<file path="config.mk">
export PLATFORM = sky130hd
export DESIGN_NAME = grf_wb_stage
export DESIGN_NICKNAME = d
export VERILOG_FILES = /design/src/rtl/grf_wb_stage.sv
export SDC_FILE = /design/constraint.sdc
export NUM_CORES = 1
export LEC_CHECK = 0
export ABC_CLOCK_PERIOD_IN_PS = 4900
export CAP_MARGIN = 20
export CORE_AREA = 3 3 109 163
export DETAILED_ROUTE_END_ITERATION = 7
export DIE_AREA = 0 0 112 166
export PLACE_DENSITY = 0.63
export SYNTH_ARGS = -nofsm -noshare
export SYNTH_HDL_FRONTEND = slang
export SYNTH_SLANG_ARGS = --single-unit
</file>
<file path="constraint.sdc">
create_clock -name clk -period 4.9 [get_ports clk]
set_input_delay 1.225 -clock clk [delete_from_list [all_inputs] [get_ports clk]]
set_output_delay 1.225 -clock clk [all_outputs]
set_load 0.05 [all_outputs]
</file>
<file path="src/rtl/grf_wb_stage.sv">
// Registered writeback slot for the MIPS pipeline: selects the GRF write data,
// holds it across stalls, drives the GRF write port and W-stage forwarding.
module grf_wb_stage #(
    parameter int DATA_W   = 32,
    parameter int NUM_SRC  = 5,
    parameter int SEL_W    = 3,
    parameter int LINK_IDX = 3,
    parameter int LINK_OFS = 8,
    parameter int ADDR_W   = 5,
    parameter int CNT_W    = 32
) (
    input  logic                      clk,
    input  logic                      reset,
    input  logic                      in_valid,
    output logic                      in_ready,
    input  logic [SEL_W-1:0]          in_sel,
    input  logic [NUM_SRC*DATA_W-1:0] in_src,
    input  logic [DATA_W-1:0]         in_pc,
    input  logic                      in_we,
    input  logic [ADDR_W-1:0]         in_wa,
    input  logic                      stall,
    input  logic                      flush,
    output logic                      grf_we,
    output logic [ADDR_W-1:0]         grf_wa,
    output logic [DATA_W-1:0]         grf_wd,
    output logic                      fwd_valid,
    output logic [ADDR_W-1:0]         fwd_addr,
    output logic [DATA_W-1:0]         fwd_data,
    output logic                      sel_err,
    output logic [CNT_W-1:0]          retire_cnt
);

    function automatic logic [DATA_W-1:0] link_value(input logic [DATA_W-1:0] pc);
        return pc + DATA_W'(LINK_OFS);
    endfunction

    // ---- p0: source select (combinational, ahead of the slot register) ----
    logic [DATA_W-1:0] data_p0;
    logic              sel_ok_p0;

    always_comb begin
        data_p0   = '0;
        sel_ok_p0 = 1'b0;
        for (int k = 0; k < NUM_SRC; k++) begin
            if (in_sel == SEL_W'(k)) begin
                sel_ok_p0 = 1'b1;
                data_p0   = (k == LINK_IDX) ? link_value(in_pc) : in_src[k*DATA_W +: DATA_W];
            end
        end
    end

    assign in_ready = !stall;

    // ---- p1: W slot register ----
    logic              vld_p1;
    logic              we_p1;
    logic [ADDR_W-1:0] wa_p1;
    logic [DATA_W-1:0] data_p1;
    logic              done_p1;

    always_ff @(posedge clk or negedge reset) begin
        if (!reset) begin
            vld_p1     <= 1'b0;
            we_p1      <= 1'b0;
            wa_p1      <= '0;
            data_p1    <= '0;
            done_p1    <= 1'b0;
            sel_err    <= 1'b0;
            retire_cnt <= '0;
        end else begin
            if (grf_we)
                retire_cnt <= retire_cnt + CNT_W'(1);

            if (flush) begin
                vld_p1  <= 1'b0;
                done_p1 <= 1'b0;
            end else if (stall) begin
                // Held instruction already wrote once; block repeat writes.
                if (vld_p1)
                    done_p1 <= 1'b1;
            end else if (in_valid) begin
                vld_p1  <= 1'b1;
                we_p1   <= in_we && sel_ok_p0;
                wa_p1   <= in_wa;
                data_p1 <= data_p0;
                done_p1 <= 1'b0;
                if (!sel_ok_p0)
                    sel_err <= 1'b1;
            end else begin
                vld_p1  <= 1'b0;
                done_p1 <= 1'b0;
            end
        end
    end

    assign fwd_valid = vld_p1 && we_p1 && (wa_p1 != '0);
    assign fwd_addr  = wa_p1;
    assign fwd_data  = data_p1;
    assign grf_we    = fwd_valid && !done_p1;
    assign grf_wa    = wa_p1;
    assign grf_wd    = data_p1;

endmodule

</file>
### Word level (Yosys, flattened, before mapping)

Index checks and enable logic that the tools add are counted.

* add/subtract/negate cells: 2
* $mul: 0
* divide/modulo/power cells: 0
* order comparisons: 0
* eq/ne operators: 6
* shift-type cells: 0
* muxes and demuxes: 16
* bitwise logic cells: 3
* reduce and logical (&&, ||, !) cells: 10

Operator list (number)
* 32-bit two-way mux: 5
* 32-bit by 1-bit adder with 32-bit output (second input constant): 1
* 32-bit by 4-bit adder with 32-bit output (second input constant): 1
* 1-bit two-way mux: 11
* 3-bit by 2-bit == test with 1-bit output (second input constant): 2
* 5-bit nonzero test: 1
* 1-bit logical AND: 4
* 4-bit AND reduction: 1
* 3-bit by 1-bit == test with 1-bit output (second input constant): 1
* 3-bit == test (second input constant): 1
* 3-bit zero test: 1
* 3-bit by 1-bit inequality test with 1-bit output (second input constant): 1
* 1-bit inverter: 3
* 3-bit AND reduction: 1
* 1-bit zero test: 2
* 2-bit by 1-bit inequality test with 1-bit output (second input constant): 1

* flip-flop bits (word level): 73
* bits in latches: 0
* memory bits (writable): 0
* bits in read-only memories: 0
* bits of input ports: 206
* output and inout bits: 110
* logic and storage cells: 44
* memories: 0

### Depth between registers and ports, before layout

* depth after elaboration: 8
* mapped depth: 7
* mapped depth without buffers: 6

### Worst setup path after synthesis

Ideal clock, no wire load.

* path kind: reg-to-output
* from: register wa_p1[0], in the netlist fwd_addr[0]
* to: output port grf_we
* arrival time: 1.821 ns
* data required time: 3.675 ns
* setup slack: 1.854 ns
* cell stages (with the launch flop): 4
* path buffers: 0
* cells stage by stage: dfrtp_1 or4_4 nor2_8 nor3_2

* word-level cells in the longest chain between the ends: 3

RTL lines
* start, declared: line 57 `logic [ADDR_W-1:0] wa_p1;`
* start signal, assigned: line 84 `wa_p1 <= in_wa;`
* 5-bit nonzero test: line 96 `assign fwd_valid = vld_p1 && we_p1 && (wa_p1 != '0);`
* 1-bit logical AND: line 96
* 1-bit logical AND: line 99 `assign grf_we = fwd_valid && !done_p1;`
* end, declared: line 23 `output logic grf_we,`

Every way passes these cells.

### Worst setup path in the final report

* from: input port stall
* to: output port in_ready

* word-level cells in the longest chain between the ends: 1

RTL lines
* start, declared: line 21 `input logic stall,`
* 1-bit zero test: line 52 `assign in_ready = !stall;`
* end, declared: line 15 `output logic in_ready,`

Every way passes these cells.

==> reports/metrics.json <==
{
  "outcome": {"value": "finished clean"},
  "tritoncts": {"value": "built"},
  "design.final.nets": {"value": 978},
  "power.sequential.fraction": {"value": 31.4, "unit": "%"},
  "gpl.final_weighted_congestion": {"value": 0.893},
  "first_pass_grt_wire_length": {"value": 29.9, "unit": "mm"},
  "grt_start_max_net_pins": {"value": 74},
  "power": {"value": 2.41, "unit": "mW"},
  "critPathLaunchType": {"value": "input port"},
  "worst_setup_hold_path_clk_slew": {"value": 60, "unit": "ps"},
  "vias_in_the_first_global_route": {"value": 5350},
  "stdcell_area": {"value": 7890, "unit": "µm²"},
  "postCtsResizedCells": {"value": 0},
  "critical_path.most_common_cell": {"value": "clkdlybuf4s50_1"},
  "synth-seq-cells": {"value": 73},
  "fin_crit": {"value": 3870, "unit": "ps"},
  "skew": {"value": 2.49, "unit": "ps"},
  "yosysUniqueCellTypes": {"value": 49},
  "vdd_ir_drop_max": {"value": 225, "unit": "µV"},
  "detail_route.iter0.violations": {"value": 170},
  "antennaDiodeCount": {"value": 0},
  "final-hold-violation-count": {"value": 0},
  "final.setup.tns": {"value": 0, "unit": "ps"},
  "total_grt_overflow": {"value": 0},
  "timing.critical_path.required": {"value": 3670, "unit": "ps"},
  "synth_seq_area_share": {"value": 37.5, "unit": "%"},
  "netlist.area_leader.share": {"value": 37.5, "unit": "%"},
  "detail_route.wirelength": {"value": 19.5, "unit": "mm"},
  "critical_path.max_fanout": {"value": 4},
  "fp.coreArea": {"value": 16300, "unit": "µm²"},
  "initial_antenna_violation_count": {"value": 0},
  "die_height": {"value": 166, "unit": "µm"},
  "grt_setup_unrepaired": {"value": "no"},
  "synth_nets": {"value": 742},
  "ant_nets": {"value": 0},
  "synth.cell_area": {"value": 4870, "unit": "µm²"},
  "post_synth_inst_count": {"value": 534},
  "critical_path_endpoint_category": {"value": "output port"},
  "sw_frac_of_total": {"value": 40.7, "unit": "%"},
  "worstSetupPathType": {"value": "in2out"},
  "clock_tree.buffer_depth": {"value": 2},
  "syn_area_per_cell": {"value": 9.12, "unit": "µm²"},
  "viasPerCell": {"value": 5.15},
  "num_rows": {"value": 57},
  "worstPathArrival": {"value": 2640, "unit": "ps"},
  "holdBufCountCts": {"value": 0},
  "grt_util_all_layers": {"value": 20.6, "unit": "%"},
  "filler_cell_count": {"value": 1592},
  "clock_latency": {"value": 320, "unit": "ps"},
  "yosys-top-cells-area": {"value": "dfrtp_1 (37%), o21ai_0 (6.0%), buf_4 (5.9%), xnor2_1 (5.8%), xor2_1 (4.5%)"},
  "finalCritPeriodShare": {"value": 79.0, "unit": "%"},
  "wl_per_cell": {"value": 19.9, "unit": "µm"},
  "dieArea": {"value": 18600, "unit": "µm²"},
  "synth_area_leader_cell": {"value": "dfrtp_1"},
  "floorplan.initialDensity": {"value": 29.8, "unit": "%"},
  "routed-via-count": {"value": 5054},
  "final_common_cell": {"value": "clkdlybuf4s50_1"},
  "timing.final.setup_violations": {"value": 0},
  "seqCellArea": {"value": 1830, "unit": "µm²"},
  "critical-path-max-stage-delay": {"value": 810, "unit": "ps"},
  "area.growth.synth_to_final": {"value": 61.9, "unit": "%"},
  "sink_count": {"value": 73},
  "total_leakage_power": {"value": 3.09, "unit": "nW"},
  "layout-drive-gt1-share": {"value": 6.45, "unit": "%"},
  "cell_with_the_largest_stage_delay_on_the_worst_path": {"value": "clkdlybuf4s50_1"},
  "dieWidth": {"value": 112, "unit": "µm"},
  "clock_power_share": {"value": 25.0, "unit": "%"},
  "boundaryPins": {"value": 316},
  "max_freq": {"value": 0.258, "unit": "GHz"},
  "drv_cap": {"value": 0},
  "report.final.slew_viol_count": {"value": 0},
  "dpl_cell_area": {"value": 7620, "unit": "µm²"},
  "drt_pass1_iterations": {"value": 5},
  "place.detailed.hpwl": {"value": 15.9, "unit": "mm"},
  "post-cts-setup-buffer-count": {"value": 0},
  "max-slew-margin-rel": {"value": 36.5, "unit": "%"},
  "p_comb_share": {"value": 43.5, "unit": "%"},
  "cts_htree_levels": {"value": 3},
  "max_slew.worst_pin.slew": {"value": 953, "unit": "ps"},
  "post-route-drc-count": {"value": 0},
  "layout_common_cells": {"value": "clkdlybuf4s50_1 (281), dfrtp_1 (73), o21ai_0 (58)"},
  "tritoncts.num_buffers": {"value": 9},
  "cts_root_buf": {"value": "clkbuf_16"},
  "holdCritPathClass": {"value": "reg2reg"},
  "port-buffer-count": {"value": 283},
  "crit_chain": {"value": "clkdlybuf4s50_1 > inv_1 > clkdlybuf4s50_1"},
  "p_switching": {"value": 0.982, "unit": "mW"},
  "p_int": {"value": 1.43, "unit": "mW"},
  "multi_input_area": {"value": 2630, "unit": "µm²"},
  "cellPowerDensity": {"value": 306, "unit": "nW/µm²"},
  "synthesis.yosys.warnings": {"value": 0}
}
==> cells in the mapped netlist (all sizes together) <==
master,instances
a21oi,16
a221o,3
a22o,1
a22oi,26
a2bb2oi,1
a31o,1
a31oi,3
and2,3
and3,10
and4,8
and4b,1
buf,46
clkbuf,19
dfrtp,73
ha,2
inv,6
mux2,5
mux2i,7
mux4,1
nand2,55
nand2b,1
nand3,22
nand4,16
nor2,26
nor2b,4
nor3,11
nor3b,1
nor4,7
o211ai,9
o21a,5
o21ai,58
o221ai,22
o22a,2
o22ai,3
or2,1
or3b,1
or4,1
xnor2,32
xor2,25
==> sequential cells by signal, indices dropped and copies added (netlist names) <==
| signal | count |
|---|---|
| sel_err | 1 |
| fwd_data | 32 |
| done_p1 | 1 |
| vld_p1 | 1 |
| fwd_addr | 5 |
| we_p1 | 1 |
| retire_cnt | 32 |
==> area by class of cell <==
cell class	instances	area share [%]
clock inverter	5	0.396
sequential	73	23.2
clock buffer	11	3.08
tap	206	3.27
multi-input combinational	390	33.3
timing repair buffer	290	36.5
inverter	6	0.285
==> logic make-up (layout without fill, tap and decap cells) <==
kind of cell / count (synthesis) / in the layout / synth area share, %
DFF: 73 / 73 / 37.5
buffers and inverters: 71 / 312 / 8.60
AOI/OAI and AO/OA: 150 / 150 / 20.1
adders and majority gates: 2 / 2 / 0.514
and+or+nand+nor: 168 / 168 / 20.0
muxes: 13 / 13 / 3.06
xor gates and xnor gates: 57 / 57 / 10.2
==> stage by stage <==
| step | worst slack [ps] | utilization [%] | std cells | hold WS, ps |
|---|---|---|---|---|
| 2_1_floorplan | 1850 | - | 534 | 489 |
| 3_3_place_gp | 1030 | 46.6 | 965 | 454 |
| 3_5_place_dp | 1040 | 46.6 | 965 | 454 |
| 4_1_cts | 1030 | 48.3 | 981 | 467 |
| 5_1_grt | 988 | 48.3 | 981 | 481 |
| 6_report | 1030 | 48.3 | 981 | 465 |
==> metal layers <==
metal | vias to the layer above | track usage [%] | share of wire (%)
met5 | - | 0 | 0
met4 | 0 | 10.3 | 4.5
met3 | 46 | 5.03 | 7.9
met2 | 262 | 38.6 | 53
met1 | 2348 | 20.9 | 34
li1 | 2398 | - | -
==> worst paths after layout <==
path                            slack [ps]         from              to  cells past startpoint
max in group asynchronous             3240        reset    fwd_data[31]                      1
worst max-delay path                  1030        stall        in_ready                      3
worst min register to register         460      sel_err         sel_err                      1
worst min-delay path                   460      sel_err         sel_err                      1
min in group asynchronous             1050        reset  retire_cnt[14]                      1
worst max register to register        2980  fwd_addr[0]  retire_cnt[14]                      5
==> power by group through the flow <==
stage          clock network [mW]  registers (mW)  logic [mW]
6_report                    0.604           0.758        1.05
4_1_cts                     0.626           0.760        1.06
2_1_floorplan                   0           0.974       0.443
3_3_place_gp                    0           0.767        1.05
3_5_place_dp                    0           0.769        1.06
5_1_grt                     0.650           0.771        1.10
==> critical path: cells and delay by family <==
kind	cells	cell delay, ps
buffers and inverters	3	1420
Power figures use the tool's default switching activity.
